[src/rtl/gf22_pad_pkg.sv]
`default_nettype none
// +----------------------------------------------------------------------+
// | gf22_pad_pkg                                                         |
// | Shared attribute-bit indices and sequencer state encoding.           |
// | Revision: 1.0                                                        |
// +----------------------------------------------------------------------+
package gf22_pad_pkg;

    localparam int PAD_ATTR_PWROK   = 0;
    localparam int PAD_ATTR_IOPWROK = 1;
    localparam int PAD_ATTR_BIAS    = 2;

    typedef enum logic [2:0] {
        ST_OFF     = 3'd0,
        ST_UP_BIAS = 3'd1,
        ST_UP_IO   = 3'd2,
        ST_UP_CORE = 3'd3,
        ST_READY   = 3'd4,
        ST_DN_CORE = 3'd5,
        ST_DN_IO   = 3'd6,
        ST_DN_BIAS = 3'd7
    } pad_seq_state_e;

endpackage
`default_nettype wire

[src/rtl/gf22_pad_seq_delay_cnt.sv]
`default_nettype none
// +----------------------------------------------------------------------+
// | gf22_pad_seq_delay_cnt                                               |
// | Loadable down-counter that parks at zero.                            |
// | Revision: 1.0                                                        |
// +----------------------------------------------------------------------+
module gf22_pad_seq_delay_cnt #(
    parameter int CNT_W = 16
) (
    input  logic             clk_i,
    input  logic             rst_i,
    input  logic             load_i,
    input  logic [CNT_W-1:0] val_i,
    output logic             zero_o
);

    localparam logic [CNT_W-1:0] c_one = {{(CNT_W-1){1'b0}}, 1'b1};

    logic [CNT_W-1:0] r_cnt;

    always_ff @(posedge clk_i or posedge rst_i) begin
        if (rst_i) begin
            r_cnt <= '0;
        end else if (load_i) begin
            r_cnt <= val_i;
        end else if (r_cnt != '0) begin
            r_cnt <= r_cnt - c_one;
        end
    end

    assign zero_o = (r_cnt == '0);

endmodule
`default_nettype wire

[src/rtl/gf22_pad_pwr_sequencer.sv]
`default_nettype none
// +----------------------------------------------------------------------+
// | gf22_pad_pwr_sequencer                                               |
// | Orders BIAS/IOPWROK/PWROK and gates pad output enables.              |
// | Revision: 1.0                                                        |
// +----------------------------------------------------------------------+
module gf22_pad_pwr_sequencer
    import gf22_pad_pkg::*;
#(
    parameter int PADATTR  = 16,
    parameter int NUM_PADS = 8,
    parameter int CNT_W    = 16
) (
    input  logic                clk_i,
    input  logic                rst_i,
    input  logic                start_i,
    input  logic [CNT_W-1:0]    bias_dly_i,
    input  logic [CNT_W-1:0]    io_dly_i,
    input  logic [CNT_W-1:0]    core_dly_i,
    input  logic [NUM_PADS-1:0] pad_oe_req_i,
    output logic [NUM_PADS-1:0] pad_oe_o,
    output logic [PADATTR-1:0]  pad_attributes_o,
    output logic                ready_o,
    output logic                busy_o
);

    pad_seq_state_e      r_state;
    pad_seq_state_e      w_next;
    logic                w_load;
    logic [CNT_W-1:0]    w_load_val;
    logic                w_cnt_zero;
    logic [NUM_PADS-1:0] r_pad_oe;
    logic [PADATTR-1:0]  w_attr;

    always_ff @(posedge clk_i or posedge rst_i) begin
        if (rst_i) begin
            r_state  <= ST_OFF;
            r_pad_oe <= '0;
        end else begin
            r_state  <= w_next;
            r_pad_oe <= (r_state == ST_READY && start_i) ? pad_oe_req_i : '0;
        end
    end

    // Aborts during power-up take priority over counter expiry.
    always_comb begin
        w_next = r_state;
        unique case (r_state)
            ST_OFF:     if (start_i) w_next = ST_UP_BIAS;
            ST_UP_BIAS: if (!start_i) w_next = ST_DN_BIAS; else if (w_cnt_zero) w_next = ST_UP_IO;
            ST_UP_IO:   if (!start_i) w_next = ST_DN_IO;   else if (w_cnt_zero) w_next = ST_UP_CORE;
            ST_UP_CORE: if (!start_i) w_next = ST_DN_CORE; else if (w_cnt_zero) w_next = ST_READY;
            ST_READY:   if (!start_i) w_next = ST_DN_CORE;
            ST_DN_CORE: if (w_cnt_zero) w_next = ST_DN_IO;
            ST_DN_IO:   if (w_cnt_zero) w_next = ST_DN_BIAS;
            ST_DN_BIAS: if (w_cnt_zero) w_next = ST_OFF;
            default:    w_next = ST_OFF;
        endcase
    end

    // Delay is captured only on the edge that enters a timed state.
    always_comb begin
        w_load     = 1'b0;
        w_load_val = '0;
        if (w_next != r_state) begin
            unique case (w_next)
                ST_UP_BIAS, ST_DN_BIAS: begin w_load = 1'b1; w_load_val = bias_dly_i; end
                ST_UP_IO,   ST_DN_IO:   begin w_load = 1'b1; w_load_val = io_dly_i;   end
                ST_UP_CORE, ST_DN_CORE: begin w_load = 1'b1; w_load_val = core_dly_i; end
                default:                begin w_load = 1'b0; w_load_val = '0;         end
            endcase
        end
    end

    gf22_pad_seq_delay_cnt #(
        .CNT_W (CNT_W)
    ) u_delay_cnt (
        .clk_i  (clk_i),
        .rst_i  (rst_i),
        .load_i (w_load),
        .val_i  (w_load_val),
        .zero_o (w_cnt_zero)
    );

    always_comb begin
        w_attr = '0;
        unique case (r_state)
            ST_UP_BIAS, ST_DN_BIAS: begin
                w_attr[PAD_ATTR_BIAS] = 1'b1;
            end
            ST_UP_IO, ST_DN_IO: begin
                w_attr[PAD_ATTR_BIAS]    = 1'b1;
                w_attr[PAD_ATTR_IOPWROK] = 1'b1;
            end
            ST_UP_CORE, ST_READY, ST_DN_CORE: begin
                w_attr[PAD_ATTR_BIAS]    = 1'b1;
                w_attr[PAD_ATTR_IOPWROK] = 1'b1;
                w_attr[PAD_ATTR_PWROK]   = 1'b1;
            end
            default: w_attr = '0;
        endcase
    end

    assign pad_attributes_o = w_attr;
    assign pad_oe_o         = r_pad_oe;
    assign ready_o          = (r_state == ST_READY);
    assign busy_o           = (r_state != ST_OFF) && (r_state != ST_READY);

endmodule
`default_nettype wire
[config.mk]
export PLATFORM = sky130hd
export DESIGN_NAME = gf22_pad_pwr_sequencer
export DESIGN_NICKNAME = d
export VERILOG_FILES = /design/src/rtl/gf22_pad_pkg.sv /design/src/rtl/gf22_pad_seq_delay_cnt.sv /design/src/rtl/gf22_pad_pwr_sequencer.sv
export SDC_FILE = /design/constraint.sdc
export NUM_CORES = 1
export LEC_CHECK = 0
export ABC_CLOCK_PERIOD_IN_PS = 5290
export CAP_MARGIN = 20
export CORE_UTILIZATION = 49
export DETAILED_ROUTE_END_ITERATION = 6
export PLACE_DENSITY_LB_ADDON = 0.2
export SYNTH_ARGS = -nofsm -noshare
export SYNTH_HDL_FRONTEND = slang
export SYNTH_SLANG_ARGS = --single-unit
[constraint.sdc]
create_clock -name clk_i -period 5.29 [get_ports clk_i]
set_input_delay 1.058 -clock clk_i [delete_from_list [all_inputs] [get_ports clk_i]]
set_output_delay 1.058 -clock clk_i [all_outputs]
set_load 0.005 [all_outputs]
==> reports/metrics.cfg <==
[status]
status = complete, but fails checks
violated_checks = design-rule violations

[sta]
relSlewSlack_pct = 39.98
setup_tns_ns = 0
grt_setup_unrepaired = no
max_slew.worst_pin.slew_ns = 0.8934
maxClockFrequency_mhz = 297.6
fin_hold_ws_ns = 0.6644
final.period_utilization_pct = 63.52
clock-skew-final_ns = 0.001876
setup_slack_ns = 1.930
hold_viol_final = 0
slew_violations = 0
period_minus_slack_ns = 3.360
setup-violations-final = 0

[clocking]
cts_root_buf = sky130_fd_sc_hd__clkbuf_8
skew_pair_late_insertion_delay_ns = 0.28
cts_max_level = 1
resized_after_cts = 0
postCtsSetupRepairBufs = 0
cts.sink_count = 27
max-clock-path-buffers = 2
cts_made_buffers = 3
cts-hold-fix-buffers = 0
cts_tree = yes
cts.clk_slew.worst_paths_ns = 0.10

[pwr]
fin_total_pwr_w = 0.0009088
static-leakage-power_nw = 1.170
power_density_of_the_placed_cells_nw_per_um2 = 298.7
max_vdd_drop_mv = 0.1299

[die]
initial_utilization_pct = 52.10
core.rowCount = 24
chipWidth_um = 70.97
die_h_um = 70.97
floorplan.io_pins = 85
core_area_um2 = 4474
floorplan_die_area_um2 = 5037

[worst_setup_path]
critPathRequiredTime_ns = 4.23
setup.worst_path.end_class = output port
r2r-end = u_delay_cnt.r_cnt[3]$_DFFE_PP0P_
cp.arrival_ns = 2.30
rr_worst_depth = 8
regToRegStartpoint = u_delay_cnt.r_cnt[0]$_DFFE_PP0P_
critical_path.startpoint_type = flip-flop
crit_path_max_fanout = 25
worst-r2r-setup-slack_ns = 2.41
timing_worst_setup_path_type = flip-flop to output port

[logic_synthesis]
yosysMostFrequentCell = sky130_fd_sc_hd__nand2_1
synth.top_cell.area_share_pct = 28.99
syn_area_um2 = 2331
yosys_most_used_dff = sky130_fd_sc_hd__dfrtp_1
synthDistinctLibCells = 59
yosysWarnings = 0
async_reset_ff_share_pct = 100.0
post_synthesis_instance_total = 295
synth_edf_count = 0
synth.top_cells.by_count = 28 x sky130_fd_sc_hd__nand2_1, 27 x sky130_fd_sc_hd__dfrtp_1, 26 x sky130_fd_sc_hd__nor2_1
synth_seq_cells = 27
synth.area.top_cells = sky130_fd_sc_hd__dfrtp_1 29%, sky130_fd_sc_hd__buf_4 4.8%, sky130_fd_sc_hd__a21oi_1 4.7%, sky130_fd_sc_hd__nand2_1 4.5%, sky130_fd_sc_hd__nor2_1 4.2%
yosysTopAreaCell = sky130_fd_sc_hd__dfrtp_1
syn_avg_cell_area_um2 = 7.902
ys_seq_area_share_pct = 28.99

[global_route]
global_route.usage.total_pct = 25.46
global_route_wire_length_before_repair_um = 10180
grt_antenna_before_repair = 0
grt_pass1_vias = 2165
grt_start_max_net_pins = 30
gr-total-overflow = 0

[drt]
detail-route-antenna-nets = 0
first_pass_iters = 7
routed_via_density = 6.160
dr_total_vias = 2495
drc = 5
routed_wl_um = 6335
drt_iter0_drc = 250
drt-wirelength-per-cell_um = 15.64

[hold_path]
hold_path.startpoint = u_delay_cnt.r_cnt[13]$_DFFE_PP0P_
hp-class = flip-flop to flip-flop
hold_end = u_delay_cnt.r_cnt[13]$_DFFE_PP0P_
holdPathStages = 2

[place]
dp.final_hpwl_um = 4661
gp_congestion = 0.9433
dpl_worst_slack_ns = 1.802
buffer_ports.inserted = 71

[finish]
fillerInstances = 399
multiInputGateArea_um2 = 1459
flow.area_growth_from_synthesis_pct = 30.54
layout-drive-gt1-share_pct = 4.816
regArea_um2 = 675.6
antenna_cells_inserted = 0
nets = 414

[run]
drv_cap = 0

## worst max path at each step
stage                                    start                                to  slack, ns  cells after the start
final                     r_state[2]$_DFF_PP0_               pad_attributes_o[0]       1.93                      3
after global routing      r_state[2]$_DFF_PP0_               pad_attributes_o[0]       1.84                      3
after CTS                 r_state[2]$_DFF_PP0_               pad_attributes_o[0]       1.97                      3
after detailed placement               start_i  u_delay_cnt.r_cnt[3]$_DFFE_PP0P_       1.80                      6
after global placement                 start_i  u_delay_cnt.r_cnt[3]$_DFFE_PP0P_       1.90                      6
after floorplan           r_state[2]$_DFF_PP0_               pad_attributes_o[1]       2.87                      5
## placed cells by master (no fill, tap or decap), types with 11 or more instances in the layout
master	instances
sky130_fd_sc_hd__o21ai_0	11
sky130_fd_sc_hd__dfrtp_1	27
sky130_fd_sc_hd__nor2_1	26
sky130_fd_sc_hd__inv_1	14
sky130_fd_sc_hd__a31oi_1	11
sky130_fd_sc_hd__conb_1	13
sky130_fd_sc_hd__nand3_1	13
sky130_fd_sc_hd__nand2_1	28
sky130_fd_sc_hd__a21oi_1	22
sky130_fd_sc_hd__clkdlybuf4s50_1	71
sky130_fd_sc_hd__a22oi_1	11
## sequential cells by signal (all words and copies together), names as in the netlist
| name | cells |
|---|---|
| r_state | 3 |
| pad_oe_o | 8 |
| u_delay_cnt.r_cnt | 16 |
## worst max-delay path, cell delays in order (launching register included)
cell and delay, ns:
sky130_fd_sc_hd__dfrtp_1 0.93, sky130_fd_sc_hd__inv_1 0.33, sky130_fd_sc_hd__o21ai_0 0.23, sky130_fd_sc_hd__clkdlybuf4s50_1 0.53
## layer usage
layer / vias to the layer above / global-route usage [%] / share of wire [%]
met5: - / 0 / 0
met4: 0 / 7.778 / 1.4
met3: 10 / 2.564 / 8.2
met2: 136 / 41.88 / 47
met1: 1165 / 35.48 / 43
li1: 1184 / - / -
## power by group
part | switching, W | total [W] | internal [W]
Combinational | 0.000207 | 0.000409 | 0.000202
Clock | 0.0000719 | 0.000126 | 0.0000543
Sequential | 0.000102 | 0.000374 | 0.000272
Total | 0.000381 | 0.000909 | 0.000527
## final cells by class
class,count,share of cell area (%)
multi-input combinational,235,47.94
timing repair buffer,73,24.51
sequential,27,22.20
tap,52,2.138
inverter,14,1.727
clock buffer,4,1.480
## per-stage QoR
| stage | utilization, % | area (µm²) | cells |
|---|---|---|---|
| detailed placement | 66.39 | 2970 | 400 |
| global route | 68.01 | 3043 | 405 |
| global placement | 66.39 | 2970 | 400 |
| CTS | 67.39 | 3015 | 404 |
| finish | 68.01 | 3043 | 405 |
| floorplan | - | 2376 | 307 |
## logic make-up after synthesis
logic type	share of synthesized area [%]
flops	28.99
fa+ha+maj	0.9661
xor+xnor	4.509
other cells	0.1609
compound gates	28.07
buf+inv	10.36
mux	3.113
simple gates	23.83
No activity file was read; power rests on OpenSTA's default activity.
